--- src/rtl/hazard_if.sv ---
`default_nettype none
// ============================================================================
//  Module   : hazard_if
//  Purpose  : Bundles the pipeline-to-hazard-controller signals.
//             master : pipeline side (drives register indices and
//                      qualifiers, receives selects, stalls and flushes)
//             slave  : hazard controller side
//  Params   : REG_W - register index width
//  Revision : 1.0 - initial release
// ============================================================================
interface hazard_if #(
  parameter int REG_W = 5
);
  logic [REG_W-1:0] rs1_d, rs2_d;
  logic [REG_W-1:0] rs1_e, rs2_e, rd_e;
  logic [REG_W-1:0] rd_m, rd_w;
  logic             regwrite_m, regwrite_w;
  logic             load_e, pc_src_e, mdu_op_e;
  logic [1:0]       forward_a_e, forward_b_e;
  logic             stall_f, stall_d, stall_e;
  logic             flush_d, flush_e, flush_m;
  logic             mdu_done;
  logic [31:0]      stall_cnt, flush_cnt;

  modport master (
    output rs1_d, rs2_d, rs1_e, rs2_e, rd_e, rd_m, rd_w,
    output regwrite_m, regwrite_w, load_e, pc_src_e, mdu_op_e,
    input  forward_a_e, forward_b_e,
    input  stall_f, stall_d, stall_e, flush_d, flush_e, flush_m,
    input  mdu_done, stall_cnt, flush_cnt
  );

  modport slave (
    input  rs1_d, rs2_d, rs1_e, rs2_e, rd_e, rd_m, rd_w,
    input  regwrite_m, regwrite_w, load_e, pc_src_e, mdu_op_e,
    output forward_a_e, forward_b_e,
    output stall_f, stall_d, stall_e, flush_d, flush_e, flush_m,
    output mdu_done, stall_cnt, flush_cnt
  );
endinterface
`default_nettype wire

--- src/rtl/hazard_ctrl.sv ---
`default_nettype none
// ============================================================================
//  Module   : hazard_ctrl
//  Purpose  : Forwarding select, load-use / branch stall-flush and MDU
//             sequencing controller for the 5-stage RISC-V pipeline.
//  Ports    : clk    - rising-edge clock
//             rst_n  - asynchronous active-low reset
//             hz     - hazard_if.slave (register indices, qualifiers,
//                      forward selects, stalls, flushes, mdu_done,
//                      performance counters)
//  Params   : REG_W   - register index width
//             MDU_LAT - EX occupancy of an MDU op in cycles (>= 2)
//  Macro    : HAZARD_PERF_EN - builds saturating 32-bit stall/flush
//             counters; when undefined both counter ports read 0.
//  Revision : 1.0 - initial release
// ============================================================================
module hazard_ctrl #(
  parameter int REG_W   = 5,
  parameter int MDU_LAT = 4
) (
  input  wire logic clk,
  input  wire logic rst_n,
  hazard_if.slave   hz
);

  localparam int CNT_W = $clog2(MDU_LAT) + 1;

  typedef enum logic [0:0] {
    IDLE = 1'b0,
    BUSY = 1'b1
  } state_t;

  state_t           state_q, state_d;
  logic [CNT_W-1:0] cnt_q, cnt_d;

  logic [1:0] w_fwd_a, w_fwd_b;
  logic       w_lw_stall;
  logic       w_mdu_busy;
  logic       w_mdu_done;
  logic       w_stall_fd, w_stall_e;
  logic       w_flush_d, w_flush_e, w_flush_m;

  // --------------------------------------------------------------------------
  // Forwarding: MEM result takes priority over WB; x0 is never forwarded.
  // --------------------------------------------------------------------------
  function automatic logic [1:0] fwd_sel(
    input logic [REG_W-1:0] rs,
    input logic             wr_m,
    input logic [REG_W-1:0] rdm,
    input logic             wr_w,
    input logic [REG_W-1:0] rdw
  );
    logic [1:0] sel;
    sel = 2'b00;
    if (wr_m && (rdm != '0) && (rdm == rs)) begin
      sel = 2'b10;
    end else if (wr_w && (rdw != '0) && (rdw == rs)) begin
      sel = 2'b01;
    end
    return sel;
  endfunction

  always_comb begin
    w_fwd_a = fwd_sel(hz.rs1_e, hz.regwrite_m, hz.rd_m, hz.regwrite_w, hz.rd_w);
    w_fwd_b = fwd_sel(hz.rs2_e, hz.regwrite_m, hz.rd_m, hz.regwrite_w, hz.rd_w);
  end

  // --------------------------------------------------------------------------
  // MDU sequencer
  // --------------------------------------------------------------------------
  always_ff @(posedge clk or negedge rst_n) begin
    if (!rst_n) begin
      state_q <= IDLE;
      cnt_q   <= '0;
    end else begin
      state_q <= state_d;
      cnt_q   <= cnt_d;
    end
  end

  always_comb begin
    state_d = state_q;
    cnt_d   = cnt_q;
    case (state_q)
      IDLE: begin
        if (hz.mdu_op_e) begin
          state_d = BUSY;
          // The entry cycle is itself a busy cycle, hence LAT-2.
          cnt_d   = CNT_W'(MDU_LAT - 2);
        end
      end
      BUSY: begin
        if (cnt_q != '0) begin
          cnt_d = cnt_q - 1'b1;
        end else begin
          state_d = IDLE;
        end
      end
      default: begin
        state_d = IDLE;
        cnt_d   = '0;
      end
    endcase
  end

  // --------------------------------------------------------------------------
  // Stall / flush generation. Every stall, flush and done is qualified with
  // rst_n so they fall the instant reset asserts, even with an MDU op on the
  // EX inputs.
  // --------------------------------------------------------------------------
  always_comb begin
    w_lw_stall = hz.load_e && (hz.rd_e != '0) &&
                 ((hz.rd_e == hz.rs1_d) || (hz.rd_e == hz.rs2_d));

    w_mdu_busy = rst_n &&
                 (((state_q == IDLE) && hz.mdu_op_e) ||
                  ((state_q == BUSY) && (cnt_q != '0)));
    w_mdu_done = rst_n && (state_q == BUSY) && (cnt_q == '0);

    w_stall_fd = rst_n && (w_lw_stall || w_mdu_busy);
    w_stall_e  = w_mdu_busy;
    w_flush_m  = w_mdu_busy;
    // While busy the EX slot holds the MDU op, so branch and load-use
    // requests from it are meaningless and masked.
    w_flush_d  = rst_n && hz.pc_src_e && !w_mdu_busy;
    w_flush_e  = rst_n && (w_lw_stall || hz.pc_src_e) && !w_mdu_busy;
  end

  assign hz.forward_a_e = w_fwd_a;
  assign hz.forward_b_e = w_fwd_b;
  assign hz.stall_f     = w_stall_fd;
  assign hz.stall_d     = w_stall_fd;
  assign hz.stall_e     = w_stall_e;
  assign hz.flush_d     = w_flush_d;
  assign hz.flush_e     = w_flush_e;
  assign hz.flush_m     = w_flush_m;
  assign hz.mdu_done    = w_mdu_done;

  // --------------------------------------------------------------------------
  // Optional performance counters (saturating)
  // --------------------------------------------------------------------------
`ifdef HAZARD_PERF_EN
  logic [31:0] stall_cnt_q, flush_cnt_q;

  always_ff @(posedge clk or negedge rst_n) begin
    if (!rst_n) begin
      stall_cnt_q <= '0;
      flush_cnt_q <= '0;
    end else begin
      if (w_stall_fd && (stall_cnt_q != 32'hFFFF_FFFF)) begin
        stall_cnt_q <= stall_cnt_q + 32'd1;
      end
      if (w_flush_e && (flush_cnt_q != 32'hFFFF_FFFF)) begin
        flush_cnt_q <= flush_cnt_q + 32'd1;
      end
    end
  end

  assign hz.stall_cnt = stall_cnt_q;
  assign hz.flush_cnt = flush_cnt_q;
`else
  assign hz.stall_cnt = 32'd0;
  assign hz.flush_cnt = 32'd0;
`endif

endmodule
`default_nettype wire

--- src/flat_wrapper.sv ---
// flat-port wrapper written by rule: the top's interface ports become plain ports
module hazard_ctrl_flat 
#(
  parameter int REG_W   = 5,
  parameter int MDU_LAT = 4
)
  (clk, rst_n, hz_rs1_d, hz_rs2_d, hz_rs1_e, hz_rs2_e, hz_rd_e, hz_rd_m, hz_rd_w, hz_regwrite_m, hz_regwrite_w, hz_load_e, hz_pc_src_e, hz_mdu_op_e, hz_forward_a_e, hz_forward_b_e, hz_stall_f, hz_stall_d, hz_stall_e, hz_flush_d, hz_flush_e, hz_flush_m, hz_mdu_done, hz_stall_cnt, hz_flush_cnt);
  hazard_if #(.REG_W(REG_W)) hz_i ();
  input  wire logic clk;
  input  wire logic rst_n;
  input wire logic [$bits(hz_i.rs1_d)-1:0] hz_rs1_d;
  input wire logic [$bits(hz_i.rs2_d)-1:0] hz_rs2_d;
  input wire logic [$bits(hz_i.rs1_e)-1:0] hz_rs1_e;
  input wire logic [$bits(hz_i.rs2_e)-1:0] hz_rs2_e;
  input wire logic [$bits(hz_i.rd_e)-1:0] hz_rd_e;
  input wire logic [$bits(hz_i.rd_m)-1:0] hz_rd_m;
  input wire logic [$bits(hz_i.rd_w)-1:0] hz_rd_w;
  input wire logic [$bits(hz_i.regwrite_m)-1:0] hz_regwrite_m;
  input wire logic [$bits(hz_i.regwrite_w)-1:0] hz_regwrite_w;
  input wire logic [$bits(hz_i.load_e)-1:0] hz_load_e;
  input wire logic [$bits(hz_i.pc_src_e)-1:0] hz_pc_src_e;
  input wire logic [$bits(hz_i.mdu_op_e)-1:0] hz_mdu_op_e;
  output wire logic [$bits(hz_i.forward_a_e)-1:0] hz_forward_a_e;
  output wire logic [$bits(hz_i.forward_b_e)-1:0] hz_forward_b_e;
  output wire logic [$bits(hz_i.stall_f)-1:0] hz_stall_f;
  output wire logic [$bits(hz_i.stall_d)-1:0] hz_stall_d;
  output wire logic [$bits(hz_i.stall_e)-1:0] hz_stall_e;
  output wire logic [$bits(hz_i.flush_d)-1:0] hz_flush_d;
  output wire logic [$bits(hz_i.flush_e)-1:0] hz_flush_e;
  output wire logic [$bits(hz_i.flush_m)-1:0] hz_flush_m;
  output wire logic [$bits(hz_i.mdu_done)-1:0] hz_mdu_done;
  output wire logic [$bits(hz_i.stall_cnt)-1:0] hz_stall_cnt;
  output wire logic [$bits(hz_i.flush_cnt)-1:0] hz_flush_cnt;
  assign hz_i.rs1_d = hz_rs1_d;
  assign hz_i.rs2_d = hz_rs2_d;
  assign hz_i.rs1_e = hz_rs1_e;
  assign hz_i.rs2_e = hz_rs2_e;
  assign hz_i.rd_e = hz_rd_e;
  assign hz_i.rd_m = hz_rd_m;
  assign hz_i.rd_w = hz_rd_w;
  assign hz_i.regwrite_m = hz_regwrite_m;
  assign hz_i.regwrite_w = hz_regwrite_w;
  assign hz_i.load_e = hz_load_e;
  assign hz_i.pc_src_e = hz_pc_src_e;
  assign hz_i.mdu_op_e = hz_mdu_op_e;
  assign hz_forward_a_e = hz_i.forward_a_e;
  assign hz_forward_b_e = hz_i.forward_b_e;
  assign hz_stall_f = hz_i.stall_f;
  assign hz_stall_d = hz_i.stall_d;
  assign hz_stall_e = hz_i.stall_e;
  assign hz_flush_d = hz_i.flush_d;
  assign hz_flush_e = hz_i.flush_e;
  assign hz_flush_m = hz_i.flush_m;
  assign hz_mdu_done = hz_i.mdu_done;
  assign hz_stall_cnt = hz_i.stall_cnt;
  assign hz_flush_cnt = hz_i.flush_cnt;
  hazard_ctrl #(.REG_W(REG_W), .MDU_LAT(MDU_LAT)) u_core (.clk(clk), .rst_n(rst_n), .hz(hz_i));
endmodule
--- config.mk ---
export PLATFORM = sky130hd
export DESIGN_NAME = hazard_ctrl_flat
export DESIGN_NICKNAME = d
export VERILOG_FILES = /design/src/rtl/hazard_if.sv /design/src/rtl/hazard_ctrl.sv /design/src/flat_wrapper.sv
export SDC_FILE = /design/constraint.sdc
export NUM_CORES = 1
export LEC_CHECK = 0
export BUFFER_PORTS_ARGS = -buffer_cell sky130_fd_sc_hd__buf_2
export CORE_UTILIZATION = 30
export DETAILED_ROUTE_END_ITERATION = 6
export GPL_ROUTABILITY_DRIVEN = 0
export PLACE_DENSITY = 0.76
export SLEW_MARGIN = 20
export SYNTH_ARGS = -nofsm -noshare
export SYNTH_HDL_FRONTEND = slang
export SYNTH_SLANG_ARGS = --single-unit
--- constraint.sdc ---
create_clock -name clk -period 2.2 [get_ports clk]
set_input_delay 0.22 -clock clk [delete_from_list [all_inputs] [get_ports clk]]
set_output_delay 0.22 -clock clk [all_outputs]
set_load 0.01 [all_outputs]
==> results.tsv <==
stage	metric	value	unit
grt	gr ovfl total	0	
final_layout	diodes inserted	0	
die	DIE WIDTH	63.81	um
flow_run	MaxCap Viol Count	0	
power	Worst VDD drop	0.1758	mV
sta	period utilisation layout	93.21	%
grt	routing usage on met1	9.483	%
placed_design	hpwl dp	1823	um
die	Die Y-Extent	63.81	um
yosys	Synth cell types	28	
grt	grt met3 use	1.786	%
yosys	synthesized flop and latch total	4	
final_layout	most frequent cells in the layout	64 x conb_1, 52 x buf_2, 24 x xor2_1	
power	Seq pwr share	20.1	%
cts	clk sink count	4	
power	P_int	0.3998	mW
sta	fin. max-slew vios	0	
die	initial cell density of the core	31.31	%
grt	all-layer global routing usage	8.896	%
detailed_routing	# DRC	0	
detailed_routing	routed wire length	1964	um
grt	first-pass GRT wire length	2801	um
cts	clock tree from TritonCTS	yes	
cts	clock slew at reported path FFs	0.03	ns
sta	final hold vios	0	
worst_setup_path	CP endpoint kind	output pin	
grt	initial antenna violation count	0	
detailed_routing	Via Count	918	
worst_setup_path	Critical Path AT	1.83	ns
cts	Clock Root Buffer	clkbuf_8	
yosys	Syn Inst Count	143	
worst_setup_path	CP startpoint kind	register	
worst_setup_path	critical path class	register to output pin	
detailed_routing	post-route ant nets	0	
die	Die Footprint	4072	um2
yosys	register area share after synthesis	8.734	%
die	Core Region	3661	um2
cts	Clk Latency, worst-skew pair	0.21	ns
final_layout	Layout Nets	242	
cts	Num CTS Buffers	3	
detailed_routing	WL/cell	8.049	um
worst_setup_path	Worst Path Max Fanout	4	
yosys	Syn. warnings	0	
detailed_routing	DRT iter0 DRCs	29	
sta	WHS	0.2077	ns
cts	CTS max path bufs	2	
sta	# setup viols final	0	
sta	RSZ-0062 raised after global routing	false	
worst_hold_path	HP Class	primary input to register	
final_layout	area grow syn2layout	10.04	%
power	sw power	0.2912	mW
grt	number of global-route vias before repair	684	
yosys	Mapped Area	1146	um2
die	std cell rows	22	
grt	met2 global-route usage	15.69	%
sta	Max Clock Freq	487.7	MHz
placed_design	number of I/O port buffers	52	
status	status	completed	
grt	Top Usage Layer GRT	met2	
sta	final worst path period need	2.051	ns
power	P_leak	0.7168	nW
sta	setup TNS after final layout	0	ns
power	Clock power frac	21.7	%
grt	largest net degree at the start of global routing	10	
final_layout	share of layout cells above drive strength 1	30.61	%
yosys	syn_area_per_cell	8.015	um2
die	num ports	117	
detailed_routing	Initial DRT Pass Iterations	5	
power	Sw Share	42.14	%
worst_setup_path	Worst Path Required	1.98	ns
sta	Clock Skew	0.002076	ns
power	pwr dens	547.9	nW/um2
detailed_routing	detail-routed via count per cell	3.762	
cts	H-tree levels	1	
final_layout	most common cell after layout, fill and taps aside	conb_1	
power	Combinational Power Share	58.2	%
==> synth_stat cells <==
master,instances,share of area [%]
a21o_1,1,0.66
a21oi_1,1,0.44
a22o_1,1,0.76
a22oi_1,1,0.66
and2_1,1,0.55
and3_1,2,1.1
buf_4,66,43
conb_1,1,0.33
dfrtp_1,4,8.7
ha_1,2,2.2
inv_1,3,0.98
mux2_2,1,0.98
nand2_1,2,0.66
nand3_1,2,0.87
nor2_1,5,1.6
nor2b_1,1,0.55
nor3_1,2,0.87
nor4_1,2,1.1
nor4_2,2,2.2
o2111ai_1,1,0.76
o211ai_1,1,0.66
o21ai_1,1,0.44
o21ai_2,1,0.76
o21bai_1,2,1.3
o31ai_1,1,0.66
or4_1,5,3.3
xnor2_1,7,5.3
xor2_1,24,18
==> power groups by stage <==
stage | sequential, mW | combinational, mW | clock, mW
detailed placement | 0.139 | 0.401 | 0
finish | 0.139 | 0.402 | 0.150
floorplan | 0.131 | 0.375 | 0
global placement | 0.137 | 0.387 | 0
CTS | 0.138 | 0.405 | 0.155
global route | 0.143 | 0.451 | 0.161
==> worst max-delay path, cell delays in order, from the launching register on <==
cell and delay [ns]:
dfrtp_1 0.38, inv_1 0.11, ha_1 0.17, nor2b_2 0.22, a21o_1 0.20, inv_1 0.07, and2_1 0.17, o21bai_1 0.16
buf_2 0.15
==> metrics by stage <==
stage / power, mW / instances / setup slack (ns) / cell area, um2 / utilization, %
after floorplan: 0.5066 / 206 / 0.3276 / 1383 / -
after global placement: 0.5236 / 240 / 0.3802 / 1207 / 32.98
after detailed placement: 0.5394 / 240 / 0.2809 / 1207 / 32.98
after CTS: 0.6975 / 244 / 0.03441 / 1259 / 34.38
after global routing: 0.7556 / 244 / 0.04854 / 1261 / 34.45
final: 0.6910 / 244 / 0.1494 / 1261 / 34.45
==> routing by layer <==
layer | routed length, um | vias up | share of wire, %
met5 | 0 | - | 0
met4 | 27 | 0 | 1.4
met3 | 169 | 2 | 8.6
met2 | 1046 | 64 | 53
met1 | 720 | 406 | 37
li1 | - | 446 | -
==> layout make-up <==
type | instances | area, um2
clock buffer | 3 | 41.29
fill | 404 | 2400
inverter | 3 | 11.26
multi-input combinational | 133 | 778.2
sequential | 4 | 100.1
tap | 48 | 60.06
timing repair buffer | 53 | 270.3
==> registers in the layout, indices dropped and copies added (netlist names) <==
register	cells
u_core.cnt_q	3
u_core.state_q	1
==> final timing paths <==
| check | startpoint | end | slack, ns | depth (start not counted) |
|---|---|---|---|---|
| min reg2reg | u_core.cnt_q[1] | u_core.cnt_q[1] | 0.55 | 2 |
| max | u_core.cnt_q[0] | hz_stall_d | 0.15 | 8 |
| min | hz_mdu_op_e | u_core.cnt_q[0] | 0.21 | 2 |
| min in group asynchronous | rst_n | u_core.cnt_q[1] | 0.37 | 2 |
| max reg2reg | u_core.cnt_q[0] | u_core.cnt_q[0] | 0.91 | 6 |
| max in group asynchronous | rst_n | u_core.cnt_q[2] | 1.68 | 2 |
==> logic make-up after synthesis <==
kind of cell	after synthesis	synth area share (%)
other	1	0.3272
buffers and inverters	69	44.21
AOI/OAI and AO/OA	11	7.096
DFF	4	8.734
and+or+nand+nor	24	12.77
muxes	1	0.9825
xor gates and xnor gates	31	23.69
adders and majority gates	2	2.183
==> what timing repair did <==
item	in CTS	in global routing
gates resized for setup	0	1
hold buffers	1	0
buffers inserted	0	0
endpoints found under the hold margin	4	0
setup endpoints to repair	0	2
Note: power is estimated with default switching activity, not from simulation.
